File: config.mk
export PLATFORM = sky130hd
export DESIGN_NAME = rr_arbiter4
export DESIGN_NICKNAME = d
export VERILOG_FILES = /design/src/rtl/rr_arbiter4.sv
export SDC_FILE = /design/constraint.sdc
export NUM_CORES = 1
export LEC_CHECK = 0
export CORE_MARGIN = 2
export CORE_UTILIZATION = 58
export CTS_BUF_LIST = sky130_fd_sc_hd__clkbuf_4
export CTS_CLUSTER_DIAMETER = 100
export DETAILED_ROUTE_END_ITERATION = 10
export PLACE_DENSITY_LB_ADDON = 0.15
export SETUP_SLACK_MARGIN = 0.15
export SLEW_MARGIN = 20
export SYNTH_ARGS = -nofsm -noshare
export SYNTH_HDL_FRONTEND = slang
export SYNTH_SLANG_ARGS = --single-unit
File: constraint.sdc
create_clock -name clk -period 2.6 [get_ports clk]
set_input_delay 0.52 -clock clk [delete_from_list [all_inputs] [get_ports clk]]
set_output_delay 0.52 -clock clk [all_outputs]
set_load 0.005 [all_outputs]
File: src/rtl/rr_arbiter4.sv
// Four-requester round-robin arbiter with a per-tenure hold limit and a forced-release pulse.
// Latency: grant is visible one cycle after the arbitration edge; all outputs come from registers.
// Backpressure: none; an owner keeps the resource while Req stays high, up to MAX_HOLD cycles.
module rr_arbiter4 #(
   parameter int unsigned MAX_HOLD = 16
) (
   input  logic       clk,
   input  logic       rst,
   input  logic [3:0] Req,
   output logic [3:0] Grant,
   output logic [1:0] GrantIdx,
   output logic       Valid,
   output logic       Preempt
);

   localparam logic [7:0] HOLD_LIM = 8'(MAX_HOLD);
   localparam bit         LIMIT_EN = (MAX_HOLD != 0);

   typedef enum logic {
      IDLE = 1'b0,
      BUSY = 1'b1
   } state_t;

   state_t     state, state_nxt;
   logic [1:0] idx, idx_nxt;
   logic [1:0] ptr, ptr_nxt;
   logic [7:0] cnt, cnt_nxt;
   logic [3:0] grant, grant_nxt;
   logic       pre, pre_nxt;

   logic       release_ev;
   logic       limit_ev;
   logic       arb;
   logic       win_found;
   logic [1:0] win;
   logic [1:0] cand;

   // Rotating-priority search: walk from the lowest priority back to Ptr so the
   // highest-priority requester is the last one written and therefore wins.
   always_comb begin
      win_found = 1'b0;
      win       = ptr;
      cand      = ptr;
      for (int k = 3; k >= 0; k--) begin
         cand = ptr + 2'(k);
         if (Req[cand]) begin
            win_found = 1'b1;
            win       = cand;
         end
      end
   end

   // Next-state logic: decide whether this edge is an arbitration point, then
   // either hand the resource to the winner or extend the current tenure.
   always_comb begin
      state_nxt = state;
      idx_nxt   = idx;
      ptr_nxt   = ptr;
      cnt_nxt   = cnt;
      grant_nxt = grant;
      pre_nxt   = 1'b0;

      release_ev = (state == BUSY) && !Req[idx];
      limit_ev   = (state == BUSY) && LIMIT_EN && (cnt == HOLD_LIM);
      arb        = (state == IDLE) || release_ev || limit_ev;

      if (arb) begin
         // A release in the same cycle as the limit counts as a release.
         pre_nxt = limit_ev && !release_ev;
         if (win_found) begin
            state_nxt = BUSY;
            idx_nxt   = win;
            ptr_nxt   = win + 2'd1;
            cnt_nxt   = 8'd1;
            grant_nxt = 4'b0001 << win;
         end else begin
            state_nxt = IDLE;
            cnt_nxt   = 8'd0;
            grant_nxt = 4'b0000;
         end
      end else if (cnt != 8'hFF) begin
         // Saturate so an unlimited tenure can never roll the counter over.
         cnt_nxt = cnt + 8'd1;
      end
   end

   // State register with synchronous reset taking priority over everything.
   always_ff @(posedge clk) begin
      if (rst) begin
         state <= IDLE;
         idx   <= 2'b00;
         ptr   <= 2'b00;
         cnt   <= 8'd0;
         grant <= 4'b0000;
         pre   <= 1'b0;
      end else begin
         state <= state_nxt;
         idx   <= idx_nxt;
         ptr   <= ptr_nxt;
         cnt   <= cnt_nxt;
         grant <= grant_nxt;
         pre   <= pre_nxt;
      end
   end

   assign Grant    = grant;
   assign GrantIdx = idx;
   assign Valid    = (state == BUSY);
   assign Preempt  = pre;

endmodule

# --- Word level (Yosys, flattened, before mapping) ---
# Index checks and enable logic that the tools add are counted.
word_totals:
  ff_bits: 18
  in_bits: 6
  output_inout_bits: 8
  elab_cells: 54
classes:
  add_sub_neg: 5
  magnitude_cmp: 5
  eq_ne: 2
  shift: 1
  muxes: 23
  n_bitwise: 2
  reduce_logical: 10
ops:
  columns: ["op", "count"]
  rows:
  - ["$mux 8", 2]
  - ["$lt 2x3->1 const B", 5]
  - ["$mux 1", 11]
  - ["$bmux 1 s2", 5]
  - ["$add 8x1->8 const B", 1]
  - ["$eq 8x5->1 const B", 1]
  - ["$mux 2", 4]
  - ["$ne 8x8->1 const B", 1]
  - ["$add 2x1->2 const B", 2]
  - ["$add 2x2->2 const B", 2]
  - ["$mux 4", 1]
  - ["$shl 1x2->4 const A", 1]
  - ["$logic_and 1x1->1", 3]
  - ["$logic_not 1->1", 2]
  - ["$logic_or 1x1->1", 2]
  - ["$not 1->1", 2]
  - ["$reduce_and 2->1", 1]
  - ["$reduce_bool 2->1", 1]
  - ["$reduce_or 2->1", 1]

# --- Longest topological paths before layout ---
# Gate-level depths: netlist (run 1).
logic_depth:
  word_depth: 9
  ltp_mapped: 7
  ltp_nobuf: 7

# --- Least setup slack after synthesis (run 1) ---
# No wires, ideal clock.
synth_path:
  kind: "input to register"
  start: "input Req[3]"
  end: "register grant[0] (netlist: Grant[0])"
  setup_ps: 88
  arrival_ps: 1694
  required_time_ps: 2512
  setup_slack_ps: 818
  path_stages: 4
  n_path_buf: 0
  cell_sequence: "mux4_2 > a31o_4 > or2_4 > o32ai_2"
synth_via:
  elab_chain_len: 8
  word_cells_on_any_way: 24
  classes_between: "shift: 1; mux: 19; reduce/logical: 4"
synth_lines:
  columns: ["element", "line", "source"]
  rows:
  - ["from (decl)", "9", "input logic [3:0] Req,"]
  - ["$bmux 1 s2", "46", "if (Req[cand]) begin"]
  - ["$mux 1 (not written as such)", "46", null]
  - ["$mux 2 (4 in a row)", "46", null]
  - ["$shl 1x2->4", "75", "grant_nxt = 4'b0001 << win;"]
  - ["$mux 4", "70", "if (win_found) begin"]
  - ["to (signal assigned)", "101", "grant <= grant_nxt;"]
  - ["to (decl)", "28", "logic [3:0] grant, grant_nxt;"]
# Parallel ways exist; a longest one is shown, timed or not. The select of a mux whose other input is x is not followed.
# A chain may end at the register's enable or synchronous reset.

# --- Final worst setup path (run 1) ---
layout_path:
  start: "input Req[0]"
  end: "register grant[2] (netlist: Grant[2])"
# Same word-level chain as after synthesis.

==> results.py, run 1 <==
metrics = {
    "logic_synthesis": {
        "yosys_register_bits": 18,
        "synth_warnings": 0,
        "post-synth-top-area-fraction_pct": 40.3,
        "synth.most_common_cell": "sky130_fd_sc_hd__dfxtp_1",
        "synth_edf_count": 0,
        "yosys-top-cells-area": "sky130_fd_sc_hd__dfxtp_1 (40%), sky130_fd_sc_hd__nor2_1 (4.2%), sky130_fd_sc_hd__nand2b_1 (3.5%), sky130_fd_sc_hd__inv_1 (2.9%), sky130_fd_sc_hd__xor2_1 (2.9%)",
        "post_synth.cell_area_avg_um2": 9.12,
        "synthDistinctLibCells": 39,
        "synth_top_flop_cell": "sky130_fd_sc_hd__dfxtp_1",
        "number_of_nets_in_the_synthesized_netlist": 106,
        "synthArstFlopShare_pct": 0,
        "netlist_top_cells_count": "sky130_fd_sc_hd__dfxtp_1 (18), sky130_fd_sc_hd__nor2_1 (10), sky130_fd_sc_hd__inv_1 (7)",
        "synthDominantAreaCellType": "sky130_fd_sc_hd__dfxtp_1",
        "synth_area_um2": 893,
        "netlist_instances": 98,
        "seq_area_frac_synth_pct": 40.3,
    },
    "clock_tree": {
        "postCtsSetupRepairBufs": 0,
        "ctsLongestPathBuffers": 2,
        "clkSinkCount": 18,
        "cts-buffers-inserted": 3,
        "cts_htree_levels": 1,
        "cts_hold_repair.buffers": 0,
        "cts.reportedPaths.clkPinSlew_ns": 0.09,
        "cts-root-buf": "sky130_fd_sc_hd__clkbuf_4",
        "cts.repair.resized": 0,
        "cts_tree": "built",
        "clock_insertion_delay_worst_skew_ns": 0.29,
    },
    "worst_setup_path": {
        "cp-end-kind": "flip-flop",
        "critPathMaxStageDelay_ns": 0.54,
        "cp.arrival_ns": 2.31,
        "setup.reg_to_reg.worst_slack_ns": 0.77,
        "worstPathRequired_ns": 2.80,
        "path_delay_family": "compound AO/OA/AOI/OAI gates",
        "critPathBufInv": 1,
        "path_max_fanout": 7,
        "cpMaxStageDelayCell": "sky130_fd_sc_hd__mux4_2",
        "critical_path.reg2reg.endpoint": "Grant[2]$_SDFFE_PP0N_",
        "worstSetupPathType": "input pin to flip-flop",
        "worstSetupStartpointType": "input pin",
        "path_cells": "clkdlybuf4s50_1, mux4_2, a31o_4, nand2b_1, o32ai_1",
        "worst_r2r_path_depth": 7,
        "cp_num_cells": 5,
        "rr_startpoint": "cnt[0]$_SDFFE_PP0P_",
    },
    "power_and_ir_drop": {
        "leakage_nw": 0.381,
        "powerDensity_nw_per_um2": 607,
        "vdd_drop_max_uv": 450,
    },
    "die": {
        "placement_rows": 14,
        "die_width_um": 43.2,
        "chipHeight_um": 43.2,
        "start_util_pct": 60.7,
        "design.die.area_um2": 1870,
        "io_pins": 14,
        "core-area_um2": 1470,
    },
    "flow_run": {
        "maxCapViolCount": 0,
    },
    "global_route": {
        "grt_pass1_wl_um": 3180,
        "grt_start_max_net_pins": 10,
        "overflow": 0,
        "initial_antenna_violation_count": 0,
        "grt_util_all_layers_pct": 23.3,
        "grt_pass1_vias": 762,
    },
    "layout": {
        "synthToLayoutAreaGrowth_pct": 19.5,
        "final_layout_fill_cell_count": 121,
        "final_layout_size_suffix_gt1_share_pct": 10.6,
        "antenna_cells_inserted": 0,
        "num-nets-final": 123,
    },
    "detailed_routing": {
        "via_per_inst": 5.98,
        "num_vias": 771,
        "drt-initial-drc-count": 20,
        "final_antenna_net_count": 0,
        "dr_drc_count": 0,
        "drt_pass1_iterations": 4,
        "routedWlPerCell_um": 14.7,
        "route.final.wire_length_um": 1890,
    },
    "sta": {
        "max_slew.worst_pin.slew_ns": 0.569,
        "timing.final.hold_violations": 0,
        "finalSetupViolCount": 0,
        "rsz0062_at_grt": "false",
        "setup-tns-final_ns": 0,
        "slew_headroom_pct": 62.0,
        "fin_skew_ns": 0.00140,
        "fmax_mhz": 473,
        "finalHoldWorstSlack_ns": 0.486,
        "timing.final.crit_period_ns": 2.11,
        "timing.final.crit_share_pct": 81.2,
        "count_of_pins_over_their_slew_limit": 0,
    },
    "min_path": {
        "hold_path.class": "flip-flop to flip-flop",
        "min_path_cells": 2,
        "holdPathEnd": "Grant[0]$_SDFFE_PP0N_",
        "min_from": "Grant[0]$_SDFFE_PP0N_",
    },
    "placed_design": {
        "hpwl_um": 1400,
        "numPortBuffers": 13,
        "routabilityCongestion": 0.791,
    },
    "status": {
        "outcome": "finished clean",
    },
}
## metrics by stage
| step | power (mW) | std cells | setup WS, ns | utilization, % | cell area (um2) |
|---|---|---|---|---|---|
| global route | 0.683 | 129 | 0.443 | 72.5 | 1070 |
| detailed placement | 0.517 | 126 | 0.204 | 71.0 | 1040 |
| floorplan | 0.448 | 98 | 0.818 | - | 893 |
| global placement | 0.510 | 126 | 0.244 | 71.0 | 1040 |
| finish | 0.648 | 129 | 0.488 | 72.5 | 1070 |
| CTS | 0.648 | 129 | 0.470 | 72.5 | 1070 |
## layout make-up
cell class | instances | area (um2) | area share [%]
multi-input cells | 70 | 493 | 46.2
flip-flops and latches | 18 | 360 | 33.8
repair buffers | 15 | 145 | 13.6
inverters | 7 | 26.3 | 2.46
clock buffers | 3 | 22.5 | 2.11
well taps | 16 | 20.0 | 1.88
## flip-flops by register name (all words and copies together), names as in the netlist
signal    count
cnt           8
Valid         1
Grant         4
GrantIdx      2
Preempt       1
ptr           2
## report_power, final
group / total [mW] / internal [mW] / leakage [nW] / switching [mW]
sequential: 0.329 / 0.303 / 0.147 / 0.0260
combinational: 0.185 / 0.0997 / 0.220 / 0.0850
clock: 0.134 / 0.0539 / 0.0138 / 0.0806
## layer usage
metal  up-vias  GRT usage [%]  part of all wire [%]
met4         0           9.09                   1.5
met3         5           6.81                   4.2
met5         -              0                     0
li1        377              -                     -
met2        15           40.0                    49
met1       374           26.6                    45
## cells by family after synthesis
logic type | Yosys count | share of synthesized area (%)
simple gates | 42 | 26.3
compound gates | 19 | 17.5
flops | 18 | 40.3
buf+inv | 10 | 4.48
xor+xnor | 5 | 4.90
mux | 2 | 3.64
fa+ha+maj | 2 | 2.80
## worst max-delay path by stage
stage	end	start	slack, ns
final	Grant[2]$_SDFFE_PP0N_	Req[0]	0.49
after global routing	Grant[2]$_SDFFE_PP0N_	Req[0]	0.44
after CTS	Grant[2]$_SDFFE_PP0N_	Req[2]	0.47
after detailed placement	Grant[0]$_SDFFE_PP0N_	Req[0]	0.20
after global placement	Grant[0]$_SDFFE_PP0N_	Req[0]	0.24
after floorplan	Grant[0]$_SDFFE_PP0N_	Req[3]	0.82
## tightest hold or removal path: stages (launching register included)
cell and delay, ns:
sky130_fd_sc_hd__dfxtp_1 0.32, sky130_fd_sc_hd__inv_1 0.06, sky130_fd_sc_hd__o32ai_2 0.06
## layout by cell type (no fill, tap or decap), types with 2 or more instances in the layout
cell | Yosys | layout
sky130_fd_sc_hd__dfxtp_1 | 18 | 18
sky130_fd_sc_hd__clkdlybuf4s50_1 | 0 | 13
sky130_fd_sc_hd__nor2_1 | 10 | 10
sky130_fd_sc_hd__inv_1 | 7 | 7
sky130_fd_sc_hd__nand2b_1 | 5 | 5
sky130_fd_sc_hd__nand2_1 | 4 | 4
sky130_fd_sc_hd__nor3_1 | 4 | 4
sky130_fd_sc_hd__a21oi_1 | 4 | 4
sky130_fd_sc_hd__nand3_1 | 3 | 3
sky130_fd_sc_hd__xor2_1 | 3 | 3
sky130_fd_sc_hd__clkbuf_4 | 0 | 3
sky130_fd_sc_hd__nor2b_1 | 2 | 2
sky130_fd_sc_hd__o21ai_0 | 2 | 2
sky130_fd_sc_hd__a211oi_1 | 2 | 2
sky130_fd_sc_hd__o22ai_1 | 2 | 2
sky130_fd_sc_hd__nor3b_1 | 2 | 2
sky130_fd_sc_hd__and3_1 | 2 | 2
sky130_fd_sc_hd__nand4_1 | 2 | 2
sky130_fd_sc_hd__xnor2_1 | 2 | 2
sky130_fd_sc_hd__ha_1 | 2 | 2
sky130_fd_sc_hd__buf_4 | 0 | 2
No activity file was read; power rests on OpenSTA's default activity.
==> inputs of run 2 (changes only) <==
Settings changed: CORE_UTILIZATION 58 to 54.
Clock period 2.6 ns to 2 ns, I/O delays scaled along.
==> run 2 against run 1 <==
  * Global-route usage decreased by 0.92 points
  * Flip-flop and latch count unchanged
  * Count of clock-buffer cells in the layout unchanged
  * Utilization increased by 3.8 points
  * Die area increased by 6.7%
  * Cell area increased by 9.0%
  * Sequential power increased by 30%
  * Highest routed layer unchanged
  * Critical endpoint is now Grant[0]$_SDFFE_PP0N_
  * Combinational power increased by 43%
  * Critical path depth unchanged
==> results.py, run 2 (synthesis gave the netlist of run 1 again) <==
metrics = {
    "status": {
        "outcome": "finished clean",
    },
    "layout": {
        "largest_register_by_flop_count": "cnt",
        "final_layout_size_suffix_gt1_share_pct": 20.3,
        "final_layout_fill_cell_count": 111,
        "finish.instance_area_um2": 1160,
        "largest_register_ffs": 8,
        "layout_commonest_cell": "sky130_fd_sc_hd__dfxtp_1",
        "num-nets-final": 132,
        "most-common-layout-cells": "sky130_fd_sc_hd__dfxtp_1 (17), sky130_fd_sc_hd__buf_4 (11), sky130_fd_sc_hd__nor2_1 (10), sky130_fd_sc_hd__clkdlybuf4s50_1 (10), sky130_fd_sc_hd__inv_1 (7)",
        "antenna_cells_inserted": 0,
        "synthToLayoutAreaGrowth_pct": 30.3,
        "layout.core_utilization_pct": 76.4,
    },
    "power_and_ir_drop": {
        "p_switching_uw": 257,
        "powerDensity_nw_per_um2": 752,
        "power.sequential.fraction_pct": 48.9,
        "power_frac_clock_pct": 20.8,
        "post_layout_total_power_uw": 875,
        "comb_power_share_pct": 30.4,
        "leakage_nw": 0.448,
        "vdd_drop_max_uv": 547,
        "p_sw_share_pct": 29.4,
        "power_report.internal_total_uw": 618,
    },
    "flow_run": {
        "maxCapViolCount": 0,
    },
    "detailed_routing": {
        "via_per_inst": 5.89,
        "route.final.wire_length_um": 1960,
        "final_antenna_net_count": 0,
        "dr_drc_count": 0,
        "drt_pass1_iterations": 4,
        "num_vias": 819,
        "drt-initial-drc-count": 34,
        "routedWlPerCell_um": 14.1,
    },
    "die": {
        "start_util_pct": 58.6,
        "io_pins": 14,
        "chipHeight_um": 44.7,
        "die_width_um": 44.7,
        "design.die.area_um2": 2000,
        "core-area_um2": 1520,
        "placement_rows": 14,
    },
    "worst_setup_path": {
        "worstSetupStartpointType": "input pin",
        "cp-end-kind": "flip-flop",
        "critPathBufInv": 1,
        "path_delay_family": "multiplexers",
        "cp.arrival_ns": 2.01,
        "worstSetupPathType": "input pin to flip-flop",
        "critPathMaxStageDelay_ns": 0.50,
        "path_cells": "clkdlybuf4s50_1, mux4_2, a31o_4, or2_4, o32ai_2",
        "path_max_fanout": 5,
        "cpMaxStageDelayCell": "sky130_fd_sc_hd__mux4_2",
        "worstPathRequired_ns": 2.21,
    },
    "sta": {
        "timing.final.hold_violations": 0,
        "final_critical_path_setup_slack_ns": 0.199,
        "finalSetupViolCount": 0,
        "timing.final.crit_period_ns": 1.80,
        "fin_skew_ns": 0.00115,
        "max_slew.worst_pin.slew_ns": 0.339,
        "setup-tns-final_ns": 0,
        "slew_headroom_pct": 77.3,
        "fmax_mhz": 555,
        "count_of_pins_over_their_slew_limit": 0,
        "timing.final.crit_share_pct": 90.0,
        "rsz0062_at_grt": "false",
    },
    "placed_design": {
        "hpwl_um": 1380,
        "numPortBuffers": 13,
        "place_area_um2": 1090,
        "post_place_setup_slack_ns": -0.179,
        "routabilityCongestion": 0.792,
    },
    "global_route": {
        "grt_util_all_layers_pct": 22.3,
        "grt_pass1_wl_um": 3240,
        "initial_antenna_violation_count": 0,
        "overflow": 0,
        "grt_start_max_net_pins": 11,
        "grt_pass1_vias": 728,
    },
    "clock_tree": {
        "cts_tree": "built",
        "cts_htree_levels": 1,
        "cts.reportedPaths.clkPinSlew_ns": 0.10,
        "clock_insertion_delay_worst_skew_ns": 0.28,
        "cts-buffers-inserted": 3,
        "cts_hold_repair.buffers": 0,
        "ctsLongestPathBuffers": 2,
        "clkSinkCount": 18,
        "cts-root-buf": "sky130_fd_sc_hd__clkbuf_4",
    },
    "min_path": {
        "hold_path.class": "flip-flop to flip-flop",
    },
}
## run 2: tightest hold or removal path, stage by stage, from the launching register on
cell                      delay (ns)
sky130_fd_sc_hd__dfxtp_1        0.33
sky130_fd_sc_hd__inv_1          0.06
sky130_fd_sc_hd__o32ai_2        0.05
## run 2: power groups by stage
| stage | Clock (mW) | Combinational, mW | Sequential (mW) |
|---|---|---|---|
| 2_1_floorplan | 0 | 0.152 | 0.430 |
| 3_5_place_dp | 0 | 0.254 | 0.434 |
| 3_3_place_gp | 0 | 0.249 | 0.434 |
| 5_1_grt | 0.212 | 0.292 | 0.433 |
| 6_report | 0.182 | 0.265 | 0.428 |
| 4_1_cts | 0.188 | 0.261 | 0.426 |
## run 2: worst paths after layout
path	startpoint	endpoint	slack (ns)	cells after the start
hold / removal	Grant[0]$_SDFFE_PP0N_	Grant[0]$_SDFFE_PP0N_	0.48	2
hold reg to reg	Grant[0]$_SDFFE_PP0N_	Grant[0]$_SDFFE_PP0N_	0.48	2
setup reg to reg	cnt[1]$_SDFFE_PP0P_	Grant[0]$_SDFFE_PP0N_	0.25	7
setup / recovery	Req[2]	Grant[0]$_SDFFE_PP0N_	0.20	5
## run 2: cell type report
class | instances | area, um2 | share of cell area [%]
Multi-Input combinational cell | 70 | 513 | 44.1
Timing Repair Buffer | 24 | 216 | 18.6
Clock buffer | 3 | 22.5 | 1.94
Sequential cell | 18 | 362 | 31.1
Inverter | 7 | 26.3 | 2.26
Clock inverter | 1 | 3.75 | 0.323
Tap cell | 16 | 20.0 | 1.72
## run 2: what timing repair did
item	CTS	global route
setup endpoints to repair	2	8
buffers inserted	1	2
cloned	0	0
gates resized for setup	1	6
pin swaps	0	3
## run 2: metrics by stage
step	hold slack (ns)	std cells
floorplan	0.451	98
global placement	0.445	132
detailed placement	0.454	132
CTS	0.469	137
global route	0.509	139
finish	0.477	139
## run 2: routing by layer
layer  global-route usage, %  vias up  wire (um)
met1                    30.9      389        875
met3                    4.08        2        129
met5                       0        -          0
met4                    5.45        0         10
met2                    35.9       31        941
li1                        -      397          -
